## src/rtl/dfg_fu_arbiter.sv

```systemverilog
// rtl/dfg_fu_arbiter.sv - round-robin shared multiply/add unit with fixed-latency result pipeline
//
// Purpose: NREQ DFG nodes share one multiply path (accurate/approximate 16x16)
// and one add path (accurate/approximate 64-bit). One request is granted per
// cycle in round-robin order; its result flows through LAT pipeline stages and
// is presented on res_* with valid/ready backpressure. Issue counters feed the
// energy/error model.
//
// Ports:
//   clk, rst              clock, asynchronous active-high reset
//   req_valid/req_ready   per-requester handshake (req_ready is one-hot or zero)
//   req_op                per requester: 0 = multiply, 1 = add
//   req_approx            per requester: 1 = approximate unit
//   req_a/req_b           64-bit operands, requester i at [64i+63:64i]
//   res_valid/res_ready   result handshake
//   res_id/res_data       issuing requester and 64-bit result
//   issue_cnt/approx_cnt  wrapping counts of accepted / approximate requests

// Accurate 16x16 multiplier.
module dfg_mul_acc (
    input  logic [15:0] a,
    input  logic [15:0] b,
    output logic [31:0] p
);
    assign p = 32'(a) * 32'(b);
endmodule

// Approximate 16x16 multiplier: the four LSBs of each operand are dropped
// before multiplication, removing the low partial-product columns.
module dfg_mul_apx (
    input  logic [15:0] a,
    input  logic [15:0] b,
    output logic [31:0] p
);
    logic [15:0] a_t;
    logic [15:0] b_t;

    assign a_t = a & 16'hFFF0;
    assign b_t = b & 16'hFFF0;
    assign p   = 32'(a_t) * 32'(b_t);
endmodule

// Accurate 64-bit adder, carry-in 0, carry-out discarded.
module dfg_add_acc (
    input  logic [63:0] a,
    input  logic [63:0] b,
    output logic [63:0] s
);
    assign s = a + b;
endmodule

// Approximate 64-bit lower-part-OR adder: the low 8 bits are a bitwise OR,
// and the upper 56 bits are an exact sum whose carry-in is a[7] & b[7].
module dfg_add_apx (
    input  logic [63:0] a,
    input  logic [63:0] b,
    output logic [63:0] s
);
    logic [55:0] hi;

    assign hi = a[63:8] + b[63:8] + {55'b0, a[7] & b[7]};
    assign s  = {hi, a[7:0] | b[7:0]};
endmodule

module dfg_fu_arbiter #(
    parameter int NREQ = 4,
    parameter int LAT  = 2
) (
    input  logic                 clk,
    input  logic                 rst,
    input  logic [NREQ-1:0]      req_valid,
    output logic [NREQ-1:0]      req_ready,
    input  logic [NREQ-1:0]      req_op,
    input  logic [NREQ-1:0]      req_approx,
    input  logic [64*NREQ-1:0]   req_a,
    input  logic [64*NREQ-1:0]   req_b,
    output logic                 res_valid,
    input  logic                 res_ready,
    output logic [2:0]           res_id,
    output logic [63:0]          res_data,
    output logic [31:0]          issue_cnt,
    output logic [31:0]          approx_cnt
);
    localparam int SELW = (NREQ > 1) ? $clog2(NREQ) : 1;
    localparam logic [NREQ-1:0] ONE_HOT0 = NREQ'(1);

    logic [SELW-1:0] ptr_q, ptr_d;
    logic [31:0]     issue_cnt_q, issue_cnt_d;
    logic [31:0]     approx_cnt_q, approx_cnt_d;
    logic [LAT-1:0]  vld_q, vld_d;
    logic [2:0]      id_q   [LAT];
    logic [2:0]      id_d   [LAT];
    logic [63:0]     data_q [LAT];
    logic [63:0]     data_d [LAT];

    logic            stall;
    logic            found;
    logic            fire;
    logic [SELW-1:0] sel;
    logic            op_s;
    logic            approx_s;
    logic [63:0]     a_s;
    logic [63:0]     b_s;
    logic [31:0]     mul0_p, mul1_p;
    logic [63:0]     add0_s, add1_s;
    logic [63:0]     res_new;

    // Requester reached k steps after pointer p, wrapping mod NREQ.
    function automatic logic [SELW-1:0] rr_idx(input logic [SELW-1:0] p, input int k);
        int s;
        s = (int'(p) + k) % NREQ;
        return SELW'(s);
    endfunction

    assign stall = vld_q[LAT-1] & ~res_ready;

    // Round-robin search starting just after the last granted requester.
    always_comb begin
        found = 1'b0;
        sel   = '0;
        for (int k = 1; k <= NREQ; k++) begin
            if (!found && req_valid[rr_idx(ptr_q, k)]) begin
                found = 1'b1;
                sel   = rr_idx(ptr_q, k);
            end
        end
    end

    // The grant is withheld during reset so no transfer can be seen while
    // the pipeline is being cleared.
    assign fire      = found & ~stall & ~rst;
    assign req_ready = fire ? (ONE_HOT0 << sel) : '0;

    // Operand mux feeding all four functional units.
    always_comb begin
        op_s     = 1'b0;
        approx_s = 1'b0;
        a_s      = '0;
        b_s      = '0;
        for (int i = 0; i < NREQ; i++) begin
            if (SELW'(i) == sel) begin
                op_s     = req_op[i];
                approx_s = req_approx[i];
                a_s      = req_a[64*i +: 64];
                b_s      = req_b[64*i +: 64];
            end
        end
    end

    dfg_mul_apx mul_0 (.a(a_s[15:0]), .b(b_s[15:0]), .p(mul0_p));
    dfg_mul_acc mul_1 (.a(a_s[15:0]), .b(b_s[15:0]), .p(mul1_p));
    dfg_add_apx add_0 (.a(a_s), .b(b_s), .s(add0_s));
    dfg_add_acc add_1 (.a(a_s), .b(b_s), .s(add1_s));

    always_comb begin
        if (op_s) begin
            res_new = approx_s ? add0_s : add1_s;
        end else begin
            res_new = {32'b0, approx_s ? mul0_p : mul1_p};
        end
    end

    // Next-state: pipeline shift, pointer and counters all freeze on stall.
    // Data/id of a stage only load when a valid entry arrives, so the output
    // stage keeps its last result while bubbles pass through.
    always_comb begin
        ptr_d        = ptr_q;
        issue_cnt_d  = issue_cnt_q;
        approx_cnt_d = approx_cnt_q;
        vld_d        = vld_q;
        id_d         = id_q;
        data_d       = data_q;
        if (!stall) begin
            vld_d[0] = fire;
            if (fire) begin
                id_d[0]   = 3'(sel);
                data_d[0] = res_new;
            end
            for (int k = 1; k < LAT; k++) begin
                vld_d[k] = vld_q[k-1];
                if (vld_q[k-1]) begin
                    id_d[k]   = id_q[k-1];
                    data_d[k] = data_q[k-1];
                end
            end
        end
        if (fire) begin
            ptr_d        = sel;
            issue_cnt_d  = issue_cnt_q + 32'd1;
            approx_cnt_d = approx_cnt_q + 32'(approx_s);
        end
    end

    always_ff @(posedge clk or posedge rst) begin
        if (rst) begin
            ptr_q        <= SELW'(NREQ - 1);
            issue_cnt_q  <= '0;
            approx_cnt_q <= '0;
            vld_q        <= '0;
            for (int k = 0; k < LAT; k++) begin
                id_q[k]   <= '0;
                data_q[k] <= '0;
            end
        end else begin
            ptr_q        <= ptr_d;
            issue_cnt_q  <= issue_cnt_d;
            approx_cnt_q <= approx_cnt_d;
            vld_q        <= vld_d;
            for (int k = 0; k < LAT; k++) begin
                id_q[k]   <= id_d[k];
                data_q[k] <= data_d[k];
            end
        end
    end

    assign res_valid  = vld_q[LAT-1];
    assign res_id     = id_q[LAT-1];
    assign res_data   = data_q[LAT-1];
    assign issue_cnt  = issue_cnt_q;
    assign approx_cnt = approx_cnt_q;

endmodule
```

## config.mk

```make
export PLATFORM = sky130hd
export DESIGN_NAME = dfg_fu_arbiter
export DESIGN_NICKNAME = d
export VERILOG_FILES = /design/src/rtl/dfg_fu_arbiter.sv
export SDC_FILE = /design/constraint.sdc
export NUM_CORES = 2
export LEC_CHECK = 0
export BUFFER_PORTS_ARGS = -buffer_cell sky130_fd_sc_hd__buf_4
export CAP_MARGIN = 10
export CELL_PAD_IN_SITES_DETAIL_PLACEMENT = 0
export CELL_PAD_IN_SITES_GLOBAL_PLACEMENT = 2
export CORE_ASPECT_RATIO = 1.25
export CORE_MARGIN = 5
export CORE_UTILIZATION = 32
export CTS_CLUSTER_SIZE = 14
export DETAILED_ROUTE_END_ITERATION = 6
export PLACE_DENSITY_LB_ADDON = 0.1
export SYNTH_ARGS = -nofsm -noshare
export SYNTH_HDL_FRONTEND = slang
export SYNTH_SLANG_ARGS = --single-unit
```

## constraint.sdc

```tcl
create_clock -name clk -period 10.65 [get_ports clk]
set_clock_uncertainty 0.15 [all_clocks]
set_input_delay 0.5325 -clock clk [delete_from_list [all_inputs] [get_ports clk]]
set_output_delay 0.5325 -clock clk [all_outputs]
set_load 0.1 [all_outputs]
```

==> results.md <==
- Status: complete, no violations
- Share of cells above drive strength 1: 0.2143
- FF+latch area: 5007 sq um
- Clock Sink Count: 200
- Most Frequent Cell on Critical Path: fa_1
- Post-Syn Nets: 4424
- Drt first pass iters: 5
- GRT overflow: 0
- Crit Path Category: register to register
- Required time of the critical path: 10.88 ns
- Crit path launch type: register
- Via/cell ratio: 5.029
- Max Slew Vio Count: 0
- Total Neg Setup Slack: 0 ns
- Resized Gates After CTS: 0
- Area leader, netlist: dfrtp_1
- Final Hold Fails: 0
- Wire length per cell: 24.33 um
- R2r setup slk: 1.41 ns
- Clk buf depth: 2
- Final cell count without fillers: 5064
- Slew margin rel.: 0.2797
- Seq/Total Area, Yosys: 0.1857
- DP Wirelength: ~100 mm
- DRC Markers: 0
- GRT Overall Usage: 0.2667
- Number of global-route vias before repair: 26500
- DP Cell Count: 5028
- Global-route wire length before repair: around 180 mm
- CP Max Fanout: 46
- Die Footprint: 90190 sq um
- Slowest library cell on the worst path: a221oi_1
- Remaining antenna violation count: 0
- Cell variety after synth: 74
- Filler cells: 8956
- Postcts setup bufs: 0
- Post-route clock period utilization: 0.8679
- Worst Hold Class: input port to asynchronous set/reset pin
- Max Cap Violations: 0
- Data arrival time of the worst path: 9.48 ns
- CP delay by family, top: adder cells
- Total CTS buffers: 17
- Fmax: around 0.11 GHz
- Port bufs: 661
- Area Overhead vs Synth: 23.81%
- Worst-margin pin slew: about 1.1 ns
- Core ar.: 83980 sq um
- Register clock-pin slew on the reported worst setup and hold paths: approximately 0.090 ns
- Iteration-0 DRC Markers: 1417
- Largest net degree at the start of global routing: 148
- Number of synthesized flops with an enable pin: 0
- Worst r2r dst: data_q[92]$_DFFE_PP0P_
- Clk root buf: clkbuf_16
- Layout Nets: 4934
- Top-Level Pins: 663
- Hold slack: roughly 0.044 ns
- Critical Path Max Stage Delay: 0.67 ns
- Area of the multi-input gates: 19460 sq um
- Warnings from Yosys: 0
- Post-synth top area share: 0.1838
- Min Tclk post-route: just over 9 ns
- Async S/R FF share, synth: 1.000
- Top cells by area, synth: dfrtp_1 (18%), fa_1 (17%), ha_1 (9.9%)
- Hold_buf cts: 0
- Clk_lat worst skew: around 0.51 ns
- Finish-stage setup viols: 0
- Synthesized cell area: around 27000 sq um
- Ys flop type: dfrtp_1
- Final wirelength: about 120 mm
- H-tree depth: 4
- Reg2reg start: ptr_q[1]$_DFFE_PP1P_
- Via Count: 25470
- Die Height: 334.5 um
- Die Span X: ~270 um
- # rows: approximately 120
- FF-to-FF path depth: 28
- Initial antenna violation count: 6
- CTS tree: done
- Gpl congestion: 0.9088
- Avg Cell Area, Syn: between 7 and 8 sq um
- CP endpoint kind: register
- Starting Density: 0.3210
- Syn Inst Count: 3448
- Unrepaired setup endpoints after global routing: false
- Synthesis-stage register bit count: 200
- WP buf/inv: 4
[logic make-up (layout without fill, tap and decap cells)]
family | Yosys count | in the layout | share of synthesized area
adders and majority gates | 449 | 449 | 0.2738
AOI/OAI and AO/OA | 551 | 551 | 0.1326
xor gates and xnor gates | 155 | 155 | 0.05036
DFF | 200 | 200 | 0.1857
muxes | 152 | 152 | 0.06001
and+or+nand+nor | 1322 | 1322 | 0.2017
buffers and inverters | 618 | 1141 | 0.09561
other | 1 | 5 | 0.0001391
[cells in the final DEF (no fill, tap or decap), drive strengths merged, types with 22 or more instances in the layout]
cell    synthesis  final
ha            214    214
buf            79    713
and2           25     25
a31oi         123    123
fa            235    235
inv           379    389
a21oi         109    109
mux2           77     77
nand3          50     50
nand4          34     34
nor2          599    599
clkinv         17     22
dfrtp         198    198
o21ai         110    110
xnor2         101    101
nand2         512    512
mux2i          75     75
a21o           63     63
xor2           54     54
[layout make-up]
cell class	count	share of cell area
Inverter	396	0.04476
Clock buffer	17	0.01275
Clock inverter	15	0.007010
Multi-Input combinational cell	2630	0.5832
Antenna cell	4	0.0002999
Tap cell	1089	0.04082
Timing Repair Buffer	713	0.1611
Sequential cell	200	0.1500
[per-layer routing]
metal / wire (um) / GRT usage / up-vias
li1: - / - / 12230
met1: 49080 / 0.3114 / 12410
met2: 65690 / 0.5092 / 730
met3: 5612 / 0.04308 / 89
met4: 2796 / 0.06464 / 6
met5: 33 / 0 / -
[worst max path at each step]
stage / cells after the start / end / start
3_5_place_dp: 29 / data_q[92]$_DFFE_PP0P_ / req_valid[2]
3_3_place_gp: 29 / data_q[92]$_DFFE_PP0P_ / req_valid[2]
4_1_cts: 28 / data_q[92]$_DFFE_PP0P_ / ptr_q[1]$_DFFE_PP1P_
2_1_floorplan: 32 / data_q[92]$_DFFE_PP0P_ / req_valid[2]
5_1_grt: 29 / data_q[95]$_DFFE_PP0P_ / ptr_q[1]$_DFFE_PP1P_
6_report: 28 / data_q[92]$_DFFE_PP0P_ / ptr_q[1]$_DFFE_PP1P_
[synthesized netlist by cell type, types with 5 or more instances]
master      n
a211o_1     7
a211oi_1   15
a21o_1     63
a21oi_1   109
a221oi_1   10
a31oi_1   123
and2_1     25
and3_1     18
and4_1      8
buf_1       7
buf_2       5
buf_4      67
clkbuf_1  143
clkinv_1   17
dfrtp_1   198
fa_1      235
ha_1      214
inv_1     378
mux2_2     77
mux2i_1    75
nand2_1   512
nand2b_1   15
nand3_1    50
nand4_1    34
nor2_1    599
nor2b_1    10
nor3_1     21
o211ai_1   18
o21a_1     16
o21ai_0    99
o21ai_1    10
o21bai_1   15
o221ai_1    7
o31ai_1    13
or2_2       7
or3_1       9
xnor2_1   101
xor2_1     54
[flip-flops by register name (all words and copies together) (netlist names)]
register	count
data_q	64
res_data	64
approx_cnt	32
issue_cnt	32
id_q	2
ptr_q	2
res_id	2
vld_q	2
[metrics by stage]
stage          area, sq um    util  worst slack, ns
3_3_place_gp         32710  0.3895            1.193
6_report             33380  0.3974            1.407
2_1_floorplan        26960       -            1.996
5_1_grt              33370  0.3974           0.9407
4_1_cts              33370  0.3973            1.437
3_5_place_dp         32710  0.3895            1.196
Power is not shown: default switching activity piles up to over one toggle a cycle in this logic, so the estimate is an artifact.
